==> src/rtl/fifo_wr_arbiter_if.sv <==
// Handshake bundle between the two producers, the write arbiter and the
// shared FIFO write port. The arbiter side uses the master modport.
interface fifo_wr_arbiter_if #(
    parameter int B = 8
);
    logic         req0;
    logic [B-1:0] data0;
    logic         busy0;
    logic         ovf0;
    logic         req1;
    logic [B-1:0] data1;
    logic         busy1;
    logic         ovf1;
    logic         ovf_clr;
    logic         fifo_full;
    logic         fifo_wr;
    logic [B-1:0] fifo_w_data;
    logic         grant_id;

    modport master (
        input  req0, data0, req1, data1, ovf_clr, fifo_full,
        output busy0, ovf0, busy1, ovf1, fifo_wr, fifo_w_data, grant_id
    );

    modport slave (
        output req0, data0, req1, data1, ovf_clr, fifo_full,
        input  busy0, ovf0, busy1, ovf1, fifo_wr, fifo_w_data, grant_id
    );
endinterface

==> src/rtl/fifo_wr_arbiter.sv <==
// Round-robin arbiter sharing one FIFO write port between two producers,
// each buffered by a one-entry pending register with a sticky overflow flag.
module fifo_wr_arbiter #(
    parameter int B         = 8,
    parameter bit PRIO_INIT = 1'b0
) (
    input logic              clk,
    input logic              reset,
    fifo_wr_arbiter_if.master bus
);

    typedef enum logic [1:0] {
        IDLE,
        WR,
        SETTLE
    } state_t;

    state_t       state;
    logic         prio;
    logic         busy0_q;
    logic         busy1_q;
    logic         ovf0_q;
    logic         ovf1_q;
    logic [B-1:0] pend0;
    logic [B-1:0] pend1;
    logic         wr_q;
    logic [B-1:0] wdata_q;
    logic         gid_q;

    logic         grant_en;
    logic         grant_ch;
    logic         grant0;
    logic         grant1;
    logic         ovf_evt0;
    logic         ovf_evt1;

    // The pointer only matters when both channels are waiting.
    always_comb begin
        grant_en = (state == IDLE) && !bus.fifo_full && (busy0_q || busy1_q);
        grant_ch = (busy0_q && busy1_q) ? prio : busy1_q;
        grant0   = grant_en && !grant_ch;
        grant1   = grant_en && grant_ch;
        ovf_evt0 = bus.req0 && busy0_q && !grant0;
        ovf_evt1 = bus.req1 && busy1_q && !grant1;
    end

    always_ff @(posedge clk) begin
        if (reset) begin
            state   <= IDLE;
            prio    <= PRIO_INIT;
            gid_q   <= PRIO_INIT;
            wr_q    <= 1'b0;
            wdata_q <= '0;
            busy0_q <= 1'b0;
            busy1_q <= 1'b0;
            ovf0_q  <= 1'b0;
            ovf1_q  <= 1'b0;
            pend0   <= '0;
            pend1   <= '0;
        end else begin
            case (state)
                IDLE: begin
                    if (grant_en) begin
                        wr_q    <= 1'b1;
                        wdata_q <= grant_ch ? pend1 : pend0;
                        gid_q   <= grant_ch;
                        prio    <= ~grant_ch;
                        state   <= WR;
                    end
                end
                WR: begin
                    wr_q  <= 1'b0;
                    state <= SETTLE;
                end
                SETTLE: begin
                    state <= IDLE;
                end
                default: begin
                    wr_q  <= 1'b0;
                    state <= IDLE;
                end
            endcase

            // A request on the grant edge refills the slot being emptied.
            if (bus.req0 && (!busy0_q || grant0)) begin
                pend0   <= bus.data0;
                busy0_q <= 1'b1;
            end else if (grant0) begin
                busy0_q <= 1'b0;
            end

            if (bus.req1 && (!busy1_q || grant1)) begin
                pend1   <= bus.data1;
                busy1_q <= 1'b1;
            end else if (grant1) begin
                busy1_q <= 1'b0;
            end

            // An overflow on the clear edge takes precedence.
            if (ovf_evt0)
                ovf0_q <= 1'b1;
            else if (bus.ovf_clr)
                ovf0_q <= 1'b0;

            if (ovf_evt1)
                ovf1_q <= 1'b1;
            else if (bus.ovf_clr)
                ovf1_q <= 1'b0;
        end
    end

    assign bus.busy0       = busy0_q;
    assign bus.busy1       = busy1_q;
    assign bus.ovf0        = ovf0_q;
    assign bus.ovf1        = ovf1_q;
    assign bus.fifo_wr     = wr_q;
    assign bus.fifo_w_data = wdata_q;
    assign bus.grant_id    = gid_q;

endmodule
==> src/flat_wrapper.sv <==
// flat-port wrapper written by rule: the top's interface ports become plain ports
module fifo_wr_arbiter_flat 
#(
    parameter int B         = 8,
    parameter bit PRIO_INIT = 1'b0
)
  (clk, reset, bus_req0, bus_data0, bus_req1, bus_data1, bus_ovf_clr, bus_fifo_full, bus_busy0, bus_ovf0, bus_busy1, bus_ovf1, bus_fifo_wr, bus_fifo_w_data, bus_grant_id);
  fifo_wr_arbiter_if #(.B(B)) bus_i ();
  input logic clk;
  input logic reset;
  input wire logic [$bits(bus_i.req0)-1:0] bus_req0;
  input wire logic [$bits(bus_i.data0)-1:0] bus_data0;
  input wire logic [$bits(bus_i.req1)-1:0] bus_req1;
  input wire logic [$bits(bus_i.data1)-1:0] bus_data1;
  input wire logic [$bits(bus_i.ovf_clr)-1:0] bus_ovf_clr;
  input wire logic [$bits(bus_i.fifo_full)-1:0] bus_fifo_full;
  output wire logic [$bits(bus_i.busy0)-1:0] bus_busy0;
  output wire logic [$bits(bus_i.ovf0)-1:0] bus_ovf0;
  output wire logic [$bits(bus_i.busy1)-1:0] bus_busy1;
  output wire logic [$bits(bus_i.ovf1)-1:0] bus_ovf1;
  output wire logic [$bits(bus_i.fifo_wr)-1:0] bus_fifo_wr;
  output wire logic [$bits(bus_i.fifo_w_data)-1:0] bus_fifo_w_data;
  output wire logic [$bits(bus_i.grant_id)-1:0] bus_grant_id;
  assign bus_i.req0 = bus_req0;
  assign bus_i.data0 = bus_data0;
  assign bus_i.req1 = bus_req1;
  assign bus_i.data1 = bus_data1;
  assign bus_i.ovf_clr = bus_ovf_clr;
  assign bus_i.fifo_full = bus_fifo_full;
  assign bus_busy0 = bus_i.busy0;
  assign bus_ovf0 = bus_i.ovf0;
  assign bus_busy1 = bus_i.busy1;
  assign bus_ovf1 = bus_i.ovf1;
  assign bus_fifo_wr = bus_i.fifo_wr;
  assign bus_fifo_w_data = bus_i.fifo_w_data;
  assign bus_grant_id = bus_i.grant_id;
  fifo_wr_arbiter #(.B(B), .PRIO_INIT(PRIO_INIT)) u_core (.clk(clk), .reset(reset), .bus(bus_i));
endmodule
==> config.mk <==
export PLATFORM = sky130hd
export DESIGN_NAME = fifo_wr_arbiter_flat
export DESIGN_NICKNAME = d
export VERILOG_FILES = /design/src/rtl/fifo_wr_arbiter_if.sv /design/src/rtl/fifo_wr_arbiter.sv /design/src/flat_wrapper.sv
export SDC_FILE = /design/constraint.sdc
export NUM_CORES = 1
export LEC_CHECK = 0
export CAP_MARGIN = 20
export CORE_ASPECT_RATIO = 0.5
export CORE_MARGIN = 2
export CORE_UTILIZATION = 49
export CTS_BUF_LIST = sky130_fd_sc_hd__clkbuf_8 sky130_fd_sc_hd__clkbuf_16
export DETAILED_ROUTE_END_ITERATION = 8
export HOLD_SLACK_MARGIN = 0.1
export PLACE_DENSITY_LB_ADDON = 0.2
export SLEW_MARGIN = 30
export SYNTH_ARGS = -nofsm -noshare
export SYNTH_HDL_FRONTEND = slang
export SYNTH_SLANG_ARGS = --single-unit
==> constraint.sdc <==
create_clock -name clk -period 1.6 [get_ports clk]
set_input_delay 0.4 -clock clk [delete_from_list [all_inputs] [get_ports clk]]
set_output_delay 0.4 -clock clk [all_outputs]
set_load 0.05 [all_outputs]
==> results.cfg <==
[global_routing]
grt.overflow.total = 0
grt_max_degree = 50
antenna_found_initial = 0
grt_pass1_vias = 1233
track_usage = 0.1980
grt_pass1_wl_um = 5526

[finish]
fillerInstances = 223
seqCellArea_um2 = 660.6
diodes = 0
area_growth_pct = 46.37
final_nets = 222
multi_input_area_um2 = 840.8
final_cell_mix = 33 x nand2b_1, 33 x dfxtp_1, 21 x clkdlybuf4s50_1
fin_area_mm2 = 0.002295
drive_gt1_frac = 0.2537

[power_and_ir_drop]
irDropWorstVdd_v = 0.0006790
clkPwrFrac = 0.314
p_seq_frac = 0.429
power_frac_comb = 0.257
p_leak_nw = 0.8776
switching_share = 0.2845
internal_power_mw = 1.568
power.density_mw_per_mm2 = 955.2
p_sw_uw = 623.5

[detailed_routing]
drtIter0Drc = 60
ant_nets = 0
routed_via_density = 5.311
wirelength_um = 3249
firstDrtPassIters = 4
drc = 0
avgRoutedWirePerCell_um = 13.48
vias = 1280

[synth]
synthFlopType = dfxtp_1
syn_area_mm2 = 0.001568
ys_ff_latch = 33
synth_cell_type_count = 25
yosys_warnings = 0
syn_inst = 155
synth_nets = 177
synth-edff-count = 0
ys_seq_area_frac = 0.4214
synthArstFlopShare = 0
synthTopCellsByArea = dfxtp_1 42%, nand2b_1 13%, mux2i_1 10%, a311oi_2 7.7%, a21oi_1 4.2%
syn_avg_cell_area_um2 = 10.11
synth_top_area_cell = dfxtp_1
yosysTopAreaCellShare = 0.4214

[clock_tree]
cts-buffers-inserted = 5
htreeDepth = 2
ctsResizeCount = 0
clk_pin_slew_worst_paths_ns = 0.07
holdBufCountCts = 0
worstSkewPairLatency_ns = 0.28
cts_tree = yes
cts-root-buf = clkbuf_8
postCtsSetupRepairBufs = 0
cts.sinks = 33
cts_buffer_depth = 2

[sta]
final_hold_viol_count = 0
slew_violations = 0
slew_headroom = 0.7134
final.min_clock_period_ns = 1.476
period_share = 0.9227
fin_ws_ns = 0.1236
rsz0062_at_grt = no
setup_viol = 0
fmax_mhz = 677.3
worst_pin_slew_ns = 0.4283
fin_skew_ns = 0.002970

[die]
die_w_um = 84.00
die_height_um = 44.00
dieArea_mm2 = 0.003695
coreArea_mm2 = 0.003030
io_pins = 36
rows = 14
start_util = 0.5173

[critical_path]
endpoint_kind = register
cp_common_cell = buf_12
start_kind = input pin
crit_slowest_cell = clkdlybuf4s50_1
path_class = in -> reg
required_ns = 1.81
cp_max_fo = 8
cp_data_arrival_time_ns = 1.68
worst_path_largest_cell_delay_ns = 0.55
path_cells = clkdlybuf4s50_1 > nor3_4 > buf_12 > a31oi_4 > buf_12 > mux2i_1

[placement]
dp_hpwl_um = 2368
place_ws_ns = -0.1795
placedInstanceArea_mm2 = 0.002193
io_buffers = 35
gp_congestion = 0.7660

[status]
outcome = finished, final reports clean

[worst_hold_path]
hold_class = reg -> reg

[job]
maxCapViolations = 0
## worst paths after layout
| kind | end | start | depth (start not counted) | slack (ns) |
|---|---|---|---|---|
| max reg2reg | u_core.pend0[5] | u_core.bus.busy1 | 4 | 0.19 |
| min reg2reg | u_core.pend0[2] | u_core.pend0[2] | 2 | 0.48 |
| max | u_core.pend0[5] | bus_fifo_full | 6 | 0.12 |
| min | u_core.pend0[2] | u_core.pend0[2] | 2 | 0.48 |
## logic make-up (layout without fill, tap and decap cells)
logic type             after synthesis  count (layout)  synth area share
AO/OA/AOI/OAI                       36              36            0.1931
buffers and inverters               12              58           0.04230
flip-flops                          33              33            0.4214
multiplexers                        16              16            0.1022
AND/OR/NAND/NOR                     58              58            0.2410
## power by group through the flow
stage          combinational, mW  sequential (mW)  clock, mW
2_1_floorplan              0.228             1.03          0
3_3_place_gp               0.553            0.956          0
3_5_place_dp               0.565            0.958          0
4_1_cts                    0.567            0.940      0.703
5_1_grt                    0.600            0.946      0.741
6_report                   0.564            0.940      0.688
## area by class of cell
class / instances / area share
Clock inverter: 1 / 0.002181
Timing Repair Buffer: 47 / 0.2748
Clock buffer: 7 / 0.04198
Multi-Input combinational cell: 110 / 0.3664
Inverter: 3 / 0.004907
Tap cell: 40 / 0.02181
Sequential cell: 33 / 0.2879
## cell usage after synthesis (3+ instances only)
| cell | instances |
|---|---|
| dfxtp_1 | 33 |
| nand3_1 | 9 |
| a21oi_1 | 13 |
| o21ai_0 | 10 |
| mux2i_1 | 16 |
| nand2b_1 | 33 |
| nor2b_1 | 3 |
| clkbuf_1 | 4 |
| a311oi_2 | 8 |
| inv_1 | 3 |
## worst max-delay path, delay by kind of cell
| family | cells | cell delay, ns |
|---|---|---|
| buf+inv | 3 | 0.85 |
| compound gates | 1 | 0.17 |
| mux | 1 | 0.20 |
| simple gates | 1 | 0.06 |
## flip-flops by register name, indices dropped and copies added, names as in the netlist
register and count:
u_core.bus.fifo_wr 1, u_core.prio 1, u_core.state 2, u_core.pend1 8, u_core.bus.ovf0 1, u_core.bus.ovf1 1
u_core.bus.busy0 1, u_core.bus.busy1 1, u_core.pend0 8, u_core.bus.fifo_w_data 8, u_core.bus.grant_id 1
## metal layers
layer | GRT usage | share of wire | vias up
li1 | - | - | 632
met1 | 0.2345 | 0.47 | 610
met2 | 0.3440 | 0.47 | 33
met3 | 0.07619 | 0.048 | 5
met4 | 0.05806 | 0.014 | 0
met5 | 0 | 0 | -
## through the flow
| stage | total power [mW] | hold WS [ns] | TNS [ns] | util | std cells |
|---|---|---|---|---|---|
| CTS | 2.211 | 0.4798 | 0 | 0.7572 | 241 |
| global route | 2.287 | 0.5006 | 0 | 0.7572 | 241 |
| finish | 2.192 | 0.4752 | 0 | 0.7572 | 241 |
| detailed placement | 1.523 | 0.4622 | -3.627 | 0.7238 | 233 |
| floorplan | 1.255 | 0.4485 | 0 | - | 155 |
| global placement | 1.510 | 0.4609 | -3.200 | 0.7238 | 233 |
Power figures use the tool's default switching activity.
